==> src/rtl/serial_subtractor_pkg.sv <==
// ============================================================================
// serial_subtractor_pkg : state encoding and WIDTH legality for serial_subtractor
// Revision: 1.0
// ============================================================================
`default_nettype none

package serial_subtractor_pkg;

  localparam logic [1:0] ST_IDLE = 2'd0;
  localparam logic [1:0] ST_RUN  = 2'd1;
  localparam logic [1:0] ST_DONE = 2'd2;

  localparam int WIDTH_MIN = 2;
  localparam int WIDTH_MAX = 32;

  typedef enum logic [1:0] {
    S_IDLE = ST_IDLE,
    S_RUN  = ST_RUN,
    S_DONE = ST_DONE
  } state_e;

  function automatic bit width_is_legal(input int w);
    return (w >= WIDTH_MIN) && (w <= WIDTH_MAX);
  endfunction

endpackage

`default_nettype wire

==> src/rtl/serial_subtractor_full_subtractor.sv <==
// ============================================================================
// full_subtractor : single-bit combinational subtractor cell (x - y - bin)
// Revision: 1.0
// ============================================================================
`default_nettype none

module full_subtractor
  import serial_subtractor_pkg::*;
(
  input  logic x_i,
  input  logic y_i,
  input  logic bin_i,
  output logic d_o,
  output logic bout_o
);

  assign d_o    = x_i ^ y_i ^ bin_i;
  assign bout_o = (~x_i & y_i) | (~(x_i ^ y_i) & bin_i);

endmodule

`default_nettype wire

==> src/rtl/serial_subtractor.sv <==
// ============================================================================
// serial_subtractor : bit-serial WIDTH-bit a - b, LSB first, start/busy/done.
// Optional signed overflow output ovf_o when SERIAL_SUB_SIGNED_OVF_EN is defined.
// Revision: 1.0
// ============================================================================
`default_nettype none

module serial_subtractor
  import serial_subtractor_pkg::*;
#(
  parameter int WIDTH = 8
) (
  input  logic             clk,
  input  logic             rst_n,
  input  logic             start_i,
  input  logic [WIDTH-1:0] a_i,
  input  logic [WIDTH-1:0] b_i,
  output logic             busy_o,
  output logic             done_o,
  output logic [WIDTH-1:0] diff_o,
  output logic             borrow_out_o
`ifdef SERIAL_SUB_SIGNED_OVF_EN
  ,
  output logic             ovf_o
`endif
);

  localparam int             CW       = $clog2(WIDTH);
  localparam logic [CW-1:0]  CNT_LAST = CW'(WIDTH - 1);

  if (!width_is_legal(WIDTH)) begin : g_width_check
    $error("serial_subtractor: WIDTH must lie in 2..32");
  end

  state_e               state_q, state_d;
  logic [WIDTH-1:0]     a_q, a_d;
  logic [WIDTH-1:0]     b_q, b_d;
  // Only the upper WIDTH-1 result bits are stored; the final d completes diff.
  logic [WIDTH-2:0]     res_q, res_d;
  logic                 borrow_q, borrow_d;
  logic [CW-1:0]        cnt_q, cnt_d;
  logic                 busy_q, busy_d;
  logic                 done_q, done_d;
  logic [WIDTH-1:0]     diff_q, diff_d;
  logic                 bout_q, bout_d;
  logic [WIDTH-1:0]     res_shift;
  logic                 cell_d;
  logic                 cell_bout;
`ifdef SERIAL_SUB_SIGNED_OVF_EN
  logic                 a_msb_q, a_msb_d;
  logic                 b_msb_q, b_msb_d;
  logic                 ovf_q, ovf_d;
`endif

  full_subtractor u_cell (
    .x_i    (a_q[0]),
    .y_i    (b_q[0]),
    .bin_i  (borrow_q),
    .d_o    (cell_d),
    .bout_o (cell_bout)
  );

  assign res_shift = {cell_d, res_q};

  always_comb begin
    state_d  = state_q;
    a_d      = a_q;
    b_d      = b_q;
    res_d    = res_q;
    borrow_d = borrow_q;
    cnt_d    = cnt_q;
    diff_d   = diff_q;
    bout_d   = bout_q;
`ifdef SERIAL_SUB_SIGNED_OVF_EN
    a_msb_d  = a_msb_q;
    b_msb_d  = b_msb_q;
    ovf_d    = ovf_q;
`endif
    case (state_q)
      S_IDLE: begin
        if (start_i) begin
          a_d      = a_i;
          b_d      = b_i;
          borrow_d = 1'b0;
          cnt_d    = '0;
`ifdef SERIAL_SUB_SIGNED_OVF_EN
          a_msb_d  = a_i[WIDTH-1];
          b_msb_d  = b_i[WIDTH-1];
`endif
          state_d  = S_RUN;
        end
      end
      S_RUN: begin
        a_d      = a_q >> 1;
        b_d      = b_q >> 1;
        res_d    = res_shift[WIDTH-1:1];
        borrow_d = cell_bout;
        cnt_d    = cnt_q + CW'(1);
        if (cnt_q == CNT_LAST) begin
          diff_d  = res_shift;
          bout_d  = cell_bout;
`ifdef SERIAL_SUB_SIGNED_OVF_EN
          ovf_d   = (a_msb_q != b_msb_q) && (cell_d != a_msb_q);
`endif
          state_d = S_DONE;
        end
      end
      S_DONE:  state_d = S_IDLE;
      default: state_d = S_IDLE;
    endcase
    busy_d = (state_d != S_IDLE);
    done_d = (state_d == S_DONE);
  end

  always_ff @(posedge clk or negedge rst_n) begin
    if (!rst_n) begin
      state_q  <= S_IDLE;
      a_q      <= '0;
      b_q      <= '0;
      res_q    <= '0;
      borrow_q <= 1'b0;
      cnt_q    <= '0;
      busy_q   <= 1'b0;
      done_q   <= 1'b0;
      diff_q   <= '0;
      bout_q   <= 1'b0;
`ifdef SERIAL_SUB_SIGNED_OVF_EN
      a_msb_q  <= 1'b0;
      b_msb_q  <= 1'b0;
      ovf_q    <= 1'b0;
`endif
    end else begin
      state_q  <= state_d;
      a_q      <= a_d;
      b_q      <= b_d;
      res_q    <= res_d;
      borrow_q <= borrow_d;
      cnt_q    <= cnt_d;
      busy_q   <= busy_d;
      done_q   <= done_d;
      diff_q   <= diff_d;
      bout_q   <= bout_d;
`ifdef SERIAL_SUB_SIGNED_OVF_EN
      a_msb_q  <= a_msb_d;
      b_msb_q  <= b_msb_d;
      ovf_q    <= ovf_d;
`endif
    end
  end

  assign busy_o       = busy_q;
  assign done_o       = done_q;
  assign diff_o       = diff_q;
  assign borrow_out_o = bout_q;
`ifdef SERIAL_SUB_SIGNED_OVF_EN
  assign ovf_o        = ovf_q;
`endif

endmodule

`default_nettype wire

==> config.mk <==
export PLATFORM = sky130hd
export DESIGN_NAME = serial_subtractor
export DESIGN_NICKNAME = d
export VERILOG_FILES = /design/src/rtl/serial_subtractor_pkg.sv /design/src/rtl/serial_subtractor_full_subtractor.sv /design/src/rtl/serial_subtractor.sv
export SDC_FILE = /design/constraint.sdc
export NUM_CORES = 1
export LEC_CHECK = 0
export ABC_AREA = 1
export BUFFER_PORTS_ARGS = -buffer_cell sky130_fd_sc_hd__buf_2
export CAP_MARGIN = 20
export CORE_ASPECT_RATIO = 0.6
export CORE_MARGIN = 2
export CORE_UTILIZATION = 49
export DETAILED_ROUTE_END_ITERATION = 6
export MAX_ROUTING_LAYER = met4
export PLACE_DENSITY = 0.75
export SLEW_MARGIN = 20
export SYNTH_ARGS = -nofsm -noshare
export SYNTH_HDL_FRONTEND = slang
export SYNTH_SLANG_ARGS = --single-unit
==> constraint.sdc <==
create_clock -name clk -period 1.3 [get_ports clk]
set_clock_uncertainty 0.1 [all_clocks]
set_input_delay 0.26 -clock clk [delete_from_list [all_inputs] [get_ports clk]]
set_output_delay 0.26 -clock clk [all_outputs]
set_load 0.1 [all_outputs]
* Yosys cells after proc, flatten, opt, wreduce, memory -nomap -nowiden *
Index checks and enable logic that the tools add are counted.

cells by class
  add/sub/neg operators = 1
  multiply operators = 0
  div/mod/pow operators = 0
  $lt $le $gt $ge = 0
  eq/ne operators = 4
  shift-type cells = 0
  muxes and demuxes = 11
  bitwise logic cells = 7
  reduce and logical (&&, ||, !) cells = 5

operators with widths
  operator               count
  $pmux W8 S2            2
  $mux W8                2
  $pmux W3 S2            1
  $mux W2                2
  $pmux W2 S2            1
  $reduce_and A2 Y1      2
  $reduce_bool A2 Y1     2
  $add A3 B1 Y3 const B  1
  $eq A3 B3 Y1 const B   1
  $mux W3                1
  $and A1 B1 Y1          2
  $eq A2 B1 Y1 const B   1
  $eq A2 B2 Y1 const B   1
  $logic_not A2 Y1       1
  $ne A2 B2 Y1 const B   1
  $not A1 Y1             2
  $pmux W1 S2            1
  $xor A1 B1 Y1          2
  $mux W1                1
  $or A1 B1 Y1           1

storage, ports and cells
  bits in registers = 40
  bits in latches = 0
  memory bits (writable) = 0
  ROM bits = 0
  bits of input ports = 19
  logic and storage cells = 38
  memories kept = 0

* Longest topological paths before layout *
Gate-level depths: netlist (run 1).

  depth after elaboration = 5
  mapped depth = 7

* By module *
A second synthesis (run 1) with hierarchy kept.

second synthesis, totals
  cells, all modules = 220
  area total of the unflattened synthesis = 1,888.1 um^2

modules (own cells, without submodules)
  module             instances  cells each  area an instance (um^2)  sequential area each (um^2)
  serial_subtractor  1          216         1,856.8                  1,001.0
  full_subtractor    1          4           31.3                     0.0

* Worst setup path after synthesis (run 1) *
Ideal clock, no wire load.

  kind = register to register
  from = register cnt_q[0]
  to = register diff_q[0] (netlist: diff_o[0])
  setup time = 0.068 ns
  data arrival time = 1.197 ns
  required time = 1.132 ns
  slack = -0.064 ns
  stages on the path, launching flop included = 7
  path through = dfrtp_1 -> ha_1 -> ha_1 -> nand3_4 -> buf_6 -> nand2_1 -> nand2_1

on the way
  word-level cells in the longest chain between the ends = 2

RTL lines
  item                                line                      text
  from (decl)                         serial_subtractor.sv:41   logic [CW-1:0] cnt_q, cnt_d;
  from (signal assigned)              serial_subtractor.sv:138  cnt_q <= cnt_d;
  $eq A3 B3 Y1                        serial_subtractor.sv:99   if (cnt_q == CNT_LAST) begin
  $reduce_and A2 Y1 (no source line)  --
  to (signal assigned)                serial_subtractor.sv:141  diff_q <= diff_d;
  to (decl)                           serial_subtractor.sv:44   logic [WIDTH-1:0] diff_q, diff_d;

Every way passes these cells.
A chain may end at the register's enable or synchronous reset.

* Worst setup path after layout (run 1) *
  from = register cnt_q[1]
  to = register diff_q[5] (netlist: diff_o[5])

Same word-level chain as after synthesis.

==> impl_metrics.ini, run 1 <==
[floorplanning]
fp.dieH_um = 51.0
fp.coreArea_mm2 = 0.00338
fp.dieW_um = 82.3
rows = 16
io_pins = 30
start_util = 0.532
dieArea_mm2 = 0.00419

[worst_setup_path]
cp.required_ps = 1390
ff2ff_path_depth = 6
critPathCaptureType = flip-flop
start_kind = flip-flop
critPathArrivalTime_ps = 1390
r2r_start = cnt_q[1]
slowest_delay_ps = 380
path_cells = ha_2, ha_4, nand3_4, buf_6, nand2_2, o21ai_2
path_class = reg -> reg
cp_max_fo = 6
rr_endpoint = diff_o[5]
cp_slowest_cell = dfrtp_1
reg2reg_slack_ps = 0.3

[layout]
num-nets-final = 275
final_cell_area_mm2 = 0.00248
final_common_cell = nand2_1
syn_to_final_growth_pct = 37.7
num-fill-cells = 243
final_cell_mix = nand2_1, dfrtp_1, nand3_1, buf_2, buf_12
diodes = 0
drive_gt1_frac = 0.324
stdcell_count = 298

[yosys]
syn_area_mm2 = 0.00180
synthAdderAreaFrac = 0.0250
synth_fp_nets = 226
synthMuxAreaShare = 0
synth_top_family_by_area = simple AND/OR/NAND/NOR gates
ys_warn_count = 0
synth_cell_type_count = 17
synth_xor_area_frac = 0
synth_area_per_cell_um2 = 8.83
synth_compound_area_frac = 0.0716
synth-simple-area-share = 0.274
syn_inst = 204
ys_seq_area_frac = 0.556
synth_seq_cells = 40

[sta]
slew_headroom = 0.859
hold_violations = 0
maxSlewViolCount = 0
min_period_over_period = 1.00
rsz0062_at_grt = true
hold_slack_ps = 121
tightestPinTransition_ps = 211
clock.fmax_mhz = 769
setup_violations = 0
period_minus_slack_ps = 1300
setup_slack_ps = 0.307

[routing]
dr.pass1.iters = 4
finalWirelength_mm = 3.75
wl_met3_um = 188
drtAntennaViolNets = 0
m1WireLength_mm = 1.89
wl_per_cell_um = 12.6
route.detailed.drc = 0
dr_wl_met2_mm = 1.65
routed.top_layer = met4
via_per_inst = 4.85
drt_iter0_markers = 47
vias = 1445

[global_routing]
grt_pass1_vias = 1374
overflow = 0
grt_max_degree = 41
grt_pass1_wl_mm = 6.03
grt_usage = 0.199
antenna_found_initial = 0

[min_path]
hp-start = a_i[7]
hold-path-endpoint = a_q[7]
hp-class = in -> reg
hold_path_depth = 3

[clock_network]
root_buffer = clkbuf_8
numCtsBuffers = 5
cts_tree = done
clk-insertion-delay-late_ps = 290
htree_levels = 2
clkSinkCount = 40
clkSlewWorstSetupHoldPaths_ps = 80
clockBufferDepth = 2

[placed_design]
dp_cells = 283
dp_hpwl_mm = 2.41
gp_routability_congestion = 0.809
port_buffers = 29
dpl_worst_slack_ps = -8.66
place_area_mm2 = 0.00224

[status]
status = finished, final reports clean

[power_and_ir_drop]
finalPower_mw = 6.95
vdd_drop_max_mv = 1.87
pwr_density_cell_mw_per_mm2 = 2800
leakage_nw = 1.29

[run]
drv_cap = 0
area by class of cell:
| cell class | instances | area, µm² | share of cell area |
|---|---|---|---|
| repair buffers | 52 | 563 | 0.227 |
| flip-flops and latches | 40 | 1000 | 0.404 |
| clock inverters | 1 | 5.00 | 0.00202 |
| well taps | 45 | 56.3 | 0.0227 |
| clock buffers | 6 | 72.6 | 0.0293 |
| multi-input cells | 142 | 727 | 0.293 |
| inverters | 12 | 52.6 | 0.0212 |
where the power goes:
| group | total, mW | leakage [nW] | internal, mW | switching (mW) |
|---|---|---|---|---|
| Sequential | 2.21 | 0.505 | 1.79 | 0.423 |
| Combinational | 3.98 | 0.745 | 1.61 | 2.37 |
| Clock | 0.763 | 0.0410 | 0.365 | 0.398 |
metrics by stage:
| step | utilization | setup TNS, ps |
|---|---|---|
| floorplan | - | 0 |
| detailed placement | 0.662 | -11.9 |
| finish | 0.733 | 0 |
| CTS | 0.693 | 0 |
| global route | 0.733 | -527 |
| global placement | 0.662 | 0 |
kinds of logic (layout without fill, tap and decap cells):
| group | after synthesis | in the layout |
|---|---|---|
| compound gates | 19 | 19 |
| fa+ha+maj | 3 | 3 |
| buf+inv | 22 | 71 |
| flops | 40 | 40 |
| simple gates | 120 | 120 |
Yosys cell counts:
master	count	area, µm²
o21ai_2	9	78.8
nand3_4	1	17.5
buf_2	3	15.0
buf_6	5	56.3
inv_2	1	3.75
nor2_1	1	3.75
nand2_4	1	11.3
nand3_1	18	90.1
inv_4	1	6.26
buf_4	1	7.51
clkbuf_2	1	5.00
nand2_1	99	372
inv_1	10	37.5
ha_1	2	25.0
fa_1	1	20.0
dfrtp_1	40	1000
o21ai_1	10	50.1
worst max-delay path, delay by kind of cell, from the launching register on:
kind / cells / cell delay, ps
flops: 1 / 380
fa+ha+maj: 2 / 340
buf+inv: 1 / 170
simple gates: 2 / 170
compound gates: 1 / 50
worst max path at each step:
stage	from	depth (start not counted)	endpoint
finish	cnt_q[1]	6	diff_o[5]
global placement	cnt_q[0]	6	diff_o[5]
CTS	cnt_q[1]	6	diff_o[5]
detailed placement	cnt_q[1]	6	diff_o[5]
floorplan	cnt_q[0]	6	diff_o[0]
global route	cnt_q[1]	6	diff_o[3]
layer usage:
metal	track usage	up-vias
met5	-	-
met4	0.0389	0
met3	0.0530	3
met2	0.281	35
met1	0.289	668
li1	-	739
state kept, by name (all words and copies together) (netlist names):
| signal | count |
|---|---|
| a_q | 8 |
| busy_o | 1 |
| diff_o | 8 |
| cnt_q | 3 |
| borrow_q | 1 |
| done_o | 1 |
| borrow_out_o | 1 |
| state_q | 2 |
| b_q | 8 |
| res_q | 7 |
timing repair:
item                       in CTS  in global routing
setup endpoints to repair       8                 26
buffers inserted                1                  5
hold buffers                    1                  0
pin swaps                       0                  2
gates resized for setup         1                 21
hold endpoints to repair       40                  0
gates cloned                    0                  1
(Power assumes the default switching activity.)
==> inputs of run 2 (changes only) <==
- CORE_UTILIZATION: 49 -> 34
- PLACE_DENSITY: 0.75 -> 0.56
==> run 2 against run 1 <==
Against the previous run: register-to-register slack is essentially flat; sequential power about the same; flip-flop and latch count unchanged; combinational power shrank 6.0%; critical path depth unchanged; clock power up 31%; clock-buffer cell count did not move; fmax grew 0.11%; non-clock buffer count shrank 3; total power fell by 0.30%; via count down 3.4%; highest routed layer unchanged.
==> impl_metrics.ini, run 2 (same netlist as run 1, synthesis figures left out) <==
[status]
status = finished, final reports clean

[worst_setup_path]
path_class = reg -> reg
cp.required_ps = 1390
critPathArrivalTime_ps = 1390
start_kind = flip-flop
path_cells = ha_2, ha_4, nand3_4, buf_4, nand2_1, o21ai_2
slowest_delay_ps = 360
path_buf_inv = 1
path_delay_family = flip-flops
cp_max_fo = 7
cp_slowest_cell = dfrtp_1
critPathCaptureType = flip-flop

[sta]
hold_violations = 0
maxSlewViolCount = 0
min_period_over_period = 0.999
clock.fmax_mhz = 770
slew_headroom = 0.817
tightestPinTransition_ps = 274
period_minus_slack_ps = 1300
setup_tns_ps = 0
rsz0062_at_grt = true
setup_violations = 0

[clock_network]
clkSlewWorstSetupHoldPaths_ps = 80
htree_levels = 2
clk-insertion-delay-late_ps = 290
clkSinkCount = 40
clockBufferDepth = 2
numCtsBuffers = 5
cts_tree = done
root_buffer = clkbuf_8

[routing]
route.detailed.drc = 0
vias = 1396
dr.pass1.iters = 5
via_per_inst = 4.40
wl_per_cell_um = 11.5
finalWirelength_mm = 3.63
drt_iter0_markers = 57
drtAntennaViolNets = 0

[layout]
final_common_cell = nand2_1
num-nets-final = 272
drive_gt1_frac = 0.303
final_cell_mix = nand2_1, dfrtp_1, nand3_1, buf_2
stdcell_count = 317
syn_to_final_growth_pct = 35.7
utilization = 0.481
diodes = 0

[min_path]
hp-class = in -> reg

[floorplanning]
fp.dieH_um = 60.4
fp.coreArea_mm2 = 0.00508
start_util = 0.354
dieArea_mm2 = 0.00591
rows = 20
io_pins = 30
fp.dieW_um = 97.9

[global_routing]
overflow = 0
grt_max_degree = 41
grt_pass1_wl_mm = 6.18
grt_pass1_vias = 1320
grt_usage = 0.142
antenna_found_initial = 0

[placed_design]
dp_hpwl_mm = 2.47
dp_cells = 305
gp_routability_congestion = 0.768
port_buffers = 29

[power_and_ir_drop]
leakage_nw = 1.27
finalPower_mw = 6.93
pwr_density_cell_mw_per_mm2 = 2840
vdd_drop_max_mv = 1.06

[run]
drv_cap = 0
==> run 2: cell types whose count changed in the layout (fill, tap and decap cells not counted), sizes merged <==
cell | before | now
clkinv | 2 | 1
inv | 11 | 12
buf | 50 | 48
clkbuf | 7 | 6
bufinv | 0 | 1
==> run 2: final cells by class <==
| class | count | area [µm²] |
|---|---|---|
| clock buffer | 6 | 72.6 |
| clock inverter | 2 | 35.0 |
| fill | 493 | 2640 |
| inverter | 12 | 47.5 |
| multi-input combinational | 142 | 696 |
| sequential | 40 | 1000 |
| tap | 66 | 82.6 |
| timing repair buffer | 49 | 508 |
==> run 2: metrics by stage <==
stage          cell area [µm²]  worst slack [ps]  hold WS [ps]
6_report                  2440              1.77           112
3_3_place_gp              2270             -7.34           145
2_1_floorplan             1810              6.46          -136
3_5_place_dp              2270             -30.5           148
5_1_grt                   2440             -49.0           123
4_1_cts                   2410              5.62           110
==> run 2: timing repair <==
action	CTS	global route
buffers inserted	1	2
gates resized for setup	3	6
endpoints found under the setup margin	10	23
cloned	0	0
hold buffers	1	0
endpoints found under the hold margin	40	0
pin swaps	2	2
==> run 2: final timing paths <==
path,to,depth (start not counted),slack (ps),from
max,diff_o[3],6,2,cnt_q[1]
min,a_q[7],3,110,a_i[7]
max reg2reg,diff_o[3],6,2,cnt_q[1]
min reg2reg,b_q[7],2,380,b_q[7]
max in group asynchronous,state_q[0],3,540,rst_n
min in group asynchronous,diff_o[4],3,360,rst_n
==> run 2: worst register-to-register path, stage by stage (launching register included) <==
cell and delay, ps:
dfrtp_1 360, ha_2 200, ha_4 150, nand3_4 110
buf_4 170, nand2_1 60, o21ai_2 50
==> run 2: power breakdown <==
part           internal, mW  total [mW]  switching [mW]
logic                  1.46        3.74            2.28
clock network         0.570        1.00           0.430
registers              1.78        2.19           0.404
==> run 2: layer usage <==
| metal | vias up | GRT usage | share of wire |
|---|---|---|---|
| met5 | - | - | 0 |
| met4 | 0 | 0.0595 | 0.013 |
| met3 | 7 | 0.0392 | 0.048 |
| met2 | 29 | 0.198 | 0.41 |
| met1 | 630 | 0.195 | 0.53 |
| li1 | 730 | - | - |
